===== src/rtl/totient_seq_display.sv =====
// ---------------------------------------------------------------------------
// totient_seq_display
//
// Walks n through 1..N_MAX (wrapping back to 1) and computes Euler's totient
// phi(n) at run time by counting the k in 1..n with gcd(k, n) == 1.  Each gcd
// is found by repeated subtraction, one subtraction per clock.  The last
// completed phi is shown on a multiplexed hex 7-segment display.
//
// Optional feature macro: BLANK_LEAD_ZERO_EN
//   defined   - digits above the most-significant non-zero nibble of phi_out
//               are blanked (digit 0 is always lit)
//   undefined - every digit shows its nibble, leading zeros included
//
// Ports
//   clk_0      in   sole clock, rising edge
//   R          in   asynchronous reset, active-high
//   run        in   1 = auto-advance after HOLD_CYCLES, 0 = advance on step
//   step       in   manual advance request, level-sampled while waiting
//   A..G       out  segments, active-high (combinational decode of registers)
//   dig_sel    out  one-hot digit enable, bit0 = least-significant nibble
//   n_out      out  current n
//   phi_out    out  phi of the last completed n
//   phi_valid  out  phi_out belongs to n_out
//   busy       out  computation in progress
// ---------------------------------------------------------------------------
module totient_seq_display #(
    parameter int W           = 8,
    parameter int N_MAX       = 255,
    parameter int HOLD_CYCLES = 50000000,
    parameter int SCAN_DIV    = 1000
) (
    input  logic                 clk_0,
    input  logic                 R,
    input  logic                 run,
    input  logic                 step,
    output logic                 A,
    output logic                 B,
    output logic                 C,
    output logic                 D,
    output logic                 E,
    output logic                 F,
    output logic                 G,
    output logic [(W+3)/4-1:0]   dig_sel,
    output logic [W-1:0]         n_out,
    output logic [W-1:0]         phi_out,
    output logic                 phi_valid,
    output logic                 busy
);
    localparam int DIGITS = (W + 3) / 4;
    localparam int IDX_W  = (DIGITS > 1) ? $clog2(DIGITS) : 1;
    localparam int HOLD_W = (HOLD_CYCLES > 1) ? $clog2(HOLD_CYCLES) : 1;
    localparam int SCAN_W = (SCAN_DIV > 1) ? $clog2(SCAN_DIV) : 1;

    localparam logic [W-1:0]      N_LAST    = W'(N_MAX);
    localparam logic [W-1:0]      N_ONE     = W'(1);
    localparam logic [W:0]        K_ONE     = {{W{1'b0}}, 1'b1};
    localparam logic [HOLD_W-1:0] HOLD_LAST = HOLD_W'(HOLD_CYCLES - 1);
    localparam logic [SCAN_W-1:0] SCAN_LAST = SCAN_W'(SCAN_DIV - 1);
    localparam logic [IDX_W-1:0]  IDX_LAST  = IDX_W'(DIGITS - 1);
    localparam logic [DIGITS-1:0] DIG_ONE   = DIGITS'(1);

    typedef enum logic [2:0] {
        S_START,
        S_LOAD,
        S_GCD,
        S_CHECK,
        S_DONE,
        S_WAIT
    } state_t;

    state_t              state_q, state_d;
    logic [W-1:0]        n_q, n_d;
    logic [W:0]          k_q, k_d;
    logic [W:0]          cnt_q, cnt_d;
    logic [W-1:0]        a_q, a_d;
    logic [W-1:0]        b_q, b_d;
    logic [W-1:0]        phi_q, phi_d;
    logic                valid_q, valid_d;
    logic                busy_q, busy_d;
    logic [HOLD_W-1:0]   hold_q, hold_d;
    logic [SCAN_W-1:0]   scan_q, scan_d;
    logic [IDX_W-1:0]    idx_q, idx_d;
    logic [DIGITS-1:0]   dig_sel_q, dig_sel_d;
    logic                advance;

    logic [4*DIGITS-1:0] phi_ext;
    logic [3:0]          nibble;
    logic [6:0]          seg;

    function automatic logic [6:0] hex7(input logic [3:0] v);
        case (v)
            4'h0:    hex7 = 7'b1111110;
            4'h1:    hex7 = 7'b0110000;
            4'h2:    hex7 = 7'b1101101;
            4'h3:    hex7 = 7'b1111001;
            4'h4:    hex7 = 7'b0110011;
            4'h5:    hex7 = 7'b1011011;
            4'h6:    hex7 = 7'b1011111;
            4'h7:    hex7 = 7'b1110000;
            4'h8:    hex7 = 7'b1111111;
            4'h9:    hex7 = 7'b1111011;
            4'hA:    hex7 = 7'b1110111;
            4'hB:    hex7 = 7'b0011111;
            4'hC:    hex7 = 7'b1001110;
            4'hD:    hex7 = 7'b0111101;
            4'hE:    hex7 = 7'b1001111;
            default: hex7 = 7'b1000111;
        endcase
    endfunction

    // Totient FSM next state.  The hold counter only counts while run is
    // high so a run toggle pauses the hold rather than restarting it.
    // phi_valid drops on the advance itself so it never pairs a new n
    // with the old phi.
    always_comb begin
        state_d = state_q;
        n_d     = n_q;
        k_d     = k_q;
        cnt_d   = cnt_q;
        a_d     = a_q;
        b_d     = b_q;
        phi_d   = phi_q;
        valid_d = valid_q;
        busy_d  = busy_q;
        hold_d  = hold_q;
        advance = 1'b0;
        case (state_q)
            S_START: begin
                k_d     = K_ONE;
                cnt_d   = '0;
                busy_d  = 1'b1;
                valid_d = 1'b0;
                state_d = S_LOAD;
            end
            S_LOAD: begin
                a_d     = k_q[W-1:0];
                b_d     = n_q;
                state_d = S_GCD;
            end
            S_GCD: begin
                if (a_q > b_q) begin
                    a_d = a_q - b_q;
                end else if (b_q > a_q) begin
                    b_d = b_q - a_q;
                end else begin
                    if (a_q == N_ONE) begin
                        cnt_d = cnt_q + 1'b1;
                    end
                    k_d     = k_q + 1'b1;
                    state_d = S_CHECK;
                end
            end
            S_CHECK: begin
                state_d = (k_q > {1'b0, n_q}) ? S_DONE : S_LOAD;
            end
            S_DONE: begin
                // cnt never exceeds n, so the top bit is only a guard.
                phi_d   = cnt_q[W] ? {W{1'b1}} : cnt_q[W-1:0];
                valid_d = 1'b1;
                busy_d  = 1'b0;
                hold_d  = '0;
                state_d = S_WAIT;
            end
            S_WAIT: begin
                advance = run ? (hold_q == HOLD_LAST) : step;
                if (run && !advance) begin
                    hold_d = hold_q + 1'b1;
                end
                if (advance) begin
                    n_d     = (n_q == N_LAST) ? N_ONE : n_q + 1'b1;
                    valid_d = 1'b0;
                    state_d = S_START;
                end
            end
            default: state_d = S_START;
        endcase
    end

    // Digit scan: each digit stays selected for SCAN_DIV cycles.
    always_comb begin
        scan_d = scan_q + 1'b1;
        idx_d  = idx_q;
        if (scan_q == SCAN_LAST) begin
            scan_d = '0;
            idx_d  = (idx_q == IDX_LAST) ? '0 : idx_q + 1'b1;
        end
        dig_sel_d = '0;
        for (int i = 0; i < DIGITS; i++) begin
            dig_sel_d[i] = (idx_d == IDX_W'(i));
        end
    end

    always_ff @(posedge clk_0 or posedge R) begin
        if (R) begin
            state_q   <= S_START;
            n_q       <= N_ONE;
            k_q       <= '0;
            cnt_q     <= '0;
            a_q       <= '0;
            b_q       <= '0;
            phi_q     <= '0;
            valid_q   <= 1'b0;
            busy_q    <= 1'b0;
            hold_q    <= '0;
            scan_q    <= '0;
            idx_q     <= '0;
            dig_sel_q <= DIG_ONE;
        end else begin
            state_q   <= state_d;
            n_q       <= n_d;
            k_q       <= k_d;
            cnt_q     <= cnt_d;
            a_q       <= a_d;
            b_q       <= b_d;
            phi_q     <= phi_d;
            valid_q   <= valid_d;
            busy_q    <= busy_d;
            hold_q    <= hold_d;
            scan_q    <= scan_d;
            idx_q     <= idx_d;
            dig_sel_q <= dig_sel_d;
        end
    end

    // Zero-extend phi so every digit has a full nibble to decode.
    always_comb begin
        phi_ext        = '0;
        phi_ext[W-1:0] = phi_q;
        nibble         = 4'h0;
        for (int i = 0; i < DIGITS; i++) begin
            if (idx_q == IDX_W'(i)) begin
                nibble = phi_ext[4*i +: 4];
            end
        end
    end

`ifdef BLANK_LEAD_ZERO_EN
    // A digit is lit if it is digit 0 or any nibble at or above it is non-zero.
    logic show_digit;
    always_comb begin
        show_digit = (idx_q == '0);
        for (int i = 0; i < DIGITS; i++) begin
            if ((IDX_W'(i) >= idx_q) && (phi_ext[4*i +: 4] != 4'h0)) begin
                show_digit = 1'b1;
            end
        end
    end
    assign seg = show_digit ? hex7(nibble) : 7'b0000000;
`else
    assign seg = hex7(nibble);
`endif

    assign {A, B, C, D, E, F, G} = seg;
    assign dig_sel   = dig_sel_q;
    assign n_out     = n_q;
    assign phi_out   = phi_q;
    assign phi_valid = valid_q;
    assign busy      = busy_q;

endmodule


===== config.mk =====
export PLATFORM = sky130hd
export DESIGN_NAME = totient_seq_display
export DESIGN_NICKNAME = d
export VERILOG_FILES = /design/src/rtl/totient_seq_display.sv
export SDC_FILE = /design/constraint.sdc
export NUM_CORES = 1
export LEC_CHECK = 0
export ABC_AREA = 1
export CORE_ASPECT_RATIO = 2
export CORE_MARGIN = 1
export CORE_UTILIZATION = 40
export CTS_BUF_LIST = sky130_fd_sc_hd__clkbuf_2 sky130_fd_sc_hd__clkbuf_4 sky130_fd_sc_hd__clkbuf_8
export CTS_CLUSTER_SIZE = 30
export DETAILED_ROUTE_END_ITERATION = 16
export PLACE_DENSITY_LB_ADDON = 0.3
export SLEW_MARGIN = 20
export SYNTH_ARGS = -nofsm -noshare
export SYNTH_HDL_FRONTEND = slang
export SYNTH_SLANG_ARGS = --single-unit

===== constraint.sdc =====
create_clock -name clk_0 -period 3.3 [get_ports clk_0]
set_input_delay 0.66 -clock clk_0 [delete_from_list [all_inputs] [get_ports clk_0]]
set_output_delay 0.66 -clock clk_0 [all_outputs]
set_load 0.01 [all_outputs]

==> out/results.tsv <==
stage	metric	value	unit
synthesis	Async SR Flop Fraction	100.0	%
synthesis	Post-synth top flop	dfrtp_1	
drt	DR vias	5836	
floorplanning	Site Rows	65	
drt	Iter 0 DRT Violations	265	
timing	RSZ-0062 raised after global routing	false	
synthesis	Avg Synthesized Cell Area	7.038	µm²
synthesis	mux contribution to synthesized area	0.1533	%
floorplanning	die area	16870	µm²
drt	drt drc	0	
synthesis	syn_nets	970	
synthesis	most frequent cells after synthesis	nand2_1, inv_1, nor2_1, dfrtp_1, nand3_1	
power	maximum vdd drop	0.0003866	V
worst_setup_path	CP Launch Type	flip-flop	
synthesis	XOR/XNOR share of the synthesized area	3.487	%
synthesis	most frequent cell after synthesis	nand2_1	
clock_network	Clk pin slew, worst setup/hold paths	0.10	ns
layout	NumNets Final	997	
global_route	vias in the first global route	5872	
synthesis	largest family of logic cells by synthesized area	simple AND/OR/NAND/NOR gates	
placed_design	# port buffers	30	
placed_design	RePlAce Congestion	0.9005	
timing	Post-Route Setup TNS	0	ns
timing	count of final hold-check violations	0	
clock_network	clock sink count	93	
floorplanning	Starting Density	41.18	%
timing	fin crit share	92.60	%
power	Tot Pwr	4.674	mW
drt	DR WL/cell	14.07	µm
worst_hold_path	hold path start	hold_q[24]	
synthesis	Post-Synth Adder-Cell Area	7.510	%
floorplanning	Std-Cell Core Area	15860	µm²
synthesis	post-synth cell types	45	
worst_hold_path	Hold Crit Depth	2	
synthesis	Post-synth EDFFs	0	
global_route	met1 Use GR	21.00	%
synthesis	simple-gate portion of the synthesized area	33.49	%
clock_network	Worst-Skew Late Latency	0.40	ns
drt	drt total wl	16330	µm
timing	skew final	0.02268	ns
timing	Max-slew headroom	47.34	%
synthesis	Mapped Area	6531	µm²
synthesis	Synth top area share	34.87	%
synthesis	sequential share of the synthesized area	35.67	%
layout	Design Area, Final	7214	µm²
flow_run	total of max-cap violations	0	
worst_setup_path	r2r endpoint	a_q[2]	
status	status	complete, no violations	
clock_network	CTS Buf Count	9	
synthesis	Yosys reg bits	93	
timing	max frequency	327.2	MHz
global_route	antenna violations before repair	0	
placed_design	dpl cells	1143	
clock_network	Clock Root Buffer	clkbuf_8	
global_route	Tot GR Track Use	20.83	%
clock_network	CTS Buffer Depth	2	
layout	layout cells sized above 1	7.813	%
worst_hold_path	worst hold endpoint	hold_q[24]	
clock_network	CTS tree	yes	
worst_setup_path	Worst Setup SP	dig_sel[1]	
drt	DRT Pass-1 Iters	7	
timing	worst hold slack	0.5011	ns
placed_design	hpwl dp	12620	µm
worst_setup_path	crit-path max FO	9	
layout	Layout Cells excl Fill	1161	
clock_network	H-Tree Depth	3	
worst_setup_path	R2R Setup Slk	0.77	ns
synthesis	Yosys top cell by area	dfrtp_1	
placed_design	post-place instance area	6988	µm²
synthesis	yosys warns	0	
timing	crit path time final	3.056	ns
worst_setup_path	CP endpoint kind	output pin	
worst_setup_path	CP Class	reg2out	
worst_hold_path	Tightest Hold Check Type	reg2reg	
layout	final core occ	45.49	%
global_route	gr busiest metal	met2	
layout	Diodes inserted	0	
timing	worst setup margin	0.2442	ns
timing	Slew Limit Fails	0	
drt	antenna-violating nets left	0	
global_route	first-pass GRT wire length	27520	µm
drt	vias per cell	5.027	
power	Leakage	3.471	nW
worst_setup_path	FF-to-FF Start	a_q[0]	
global_route	total global routing overflow	0	
floorplanning	number of I/O pins	31	
floorplanning	chip width	92.36	µm
worst_setup_path	WP data required	2.64	ns
timing	# setup viols final	0	
layout	P&R area growth vs syn	10.46	%
synthesis	complex-gate fraction of the synthesized area	10.08	%
floorplanning	chip height	182.7	µm
synthesis	Area contributors post-synth	dfrtp_1, nand2_1, ha_1	
worst_setup_path	CP arrival	2.40	ns
global_route	met3 usage	2.292	%
timing	Worst-Margin Slew	0.7890	ns
global_route	largest net degree at the start of global routing	48	
global_route	met2 Resource Use GR	39.35	%
placed_design	pre-CTS WS	0.5760	ns
synthesis	synthesized instance count	928	
clock_network	hold_buf cts	0	
power	PD cells	647.8	nW/µm²
worst_setup_path	R2R cell count	10	
-- cells in the final DEF (no fill, tap or decap), types with 6 or more instances in the layout --
master / n
dfrtp_1: 90
o21ai_2: 11
clkdlybuf4s50_1: 30
nand3_1: 63
ha_1: 36
buf_4: 7
or2_2: 9
inv_1: 119
o21ai_1: 14
clkbuf_8: 9
inv_2: 6
nand2_1: 288
nor3_1: 18
nand4_1: 9
o21ai_0: 54
nand2_2: 8
a21oi_1: 19
nor2_1: 96
xor2_1: 22
-- worst max-delay path, cell delays in order (launching register included) --
cell,delay (ns)
dfrtp_2,0.46
o21ai_0,0.17
buf_4,0.15
inv_1,0.08
ha_1,0.18
inv_1,0.06
nand2_1,0.09
a32oi_1,0.25
clkdlybuf4s50_1,0.57
-- layout make-up --
cell class                 instances  area [µm²]
timing repair buffer              38       372.9
tap                              201       251.5
clock inverter                     7       86.33
clock buffer                       9       123.9
multi-input combinational        687        3573
fill                            1654        8645
sequential                        93        2331
inverter                         126       475.5
-- what timing repair did --
action | in CTS | in global routing
endpoints found under the setup margin | 0 | 7
setup buffers | 0 | 2
gates resized for setup | 0 | 2
-- state kept, by name, indices dropped and copies added, names as in the netlist --
register,flops
phi_out,8
busy,1
state_q,3
n_out,8
scan_q,10
b_q,8
k_q,9
a_q,8
hold_q,26
phi_valid,1
dig_sel,2
cnt_q,9
-- where the power goes --
part | internal, mW | leakage [nW] | total (mW) | switching, mW
sequential | 1.32 | 1.22 | 1.48 | 0.160
clock | 0.369 | 0.105 | 0.847 | 0.478
combinational | 0.809 | 2.15 | 2.35 | 1.54
-- routing by layer --
metal | vias to the layer above | part of all wire [%]
met4 | 0 | 5.5
met1 | 2710 | 37
met3 | 52 | 1.8
met2 | 97 | 55
li1 | 2977 | -
met5 | - | 0
-- cells by family (layout without fill, tap and decap cells) --
kind of cell	count (synthesis)	count (layout)
and+or+nand+nor	509	509
buffers and inverters	148	180
AOI/OAI and AO/OA	113	113
DFF	93	93
adders and majority gates	38	38
xor gates and xnor gates	26	26
muxes	1	1
-- how the worst max path moves through the flow --
stage,endpoint,slack (ns),cells after the start
3_3_place_gp,E,0.62,6
2_1_floorplan,a_q[0],0.22,1
4_1_cts,E,0.14,6
5_1_grt,D,0.02,8
3_5_place_dp,E,0.58,6
6_report,D,0.24,8
Note: power is estimated with default switching activity, not from simulation.
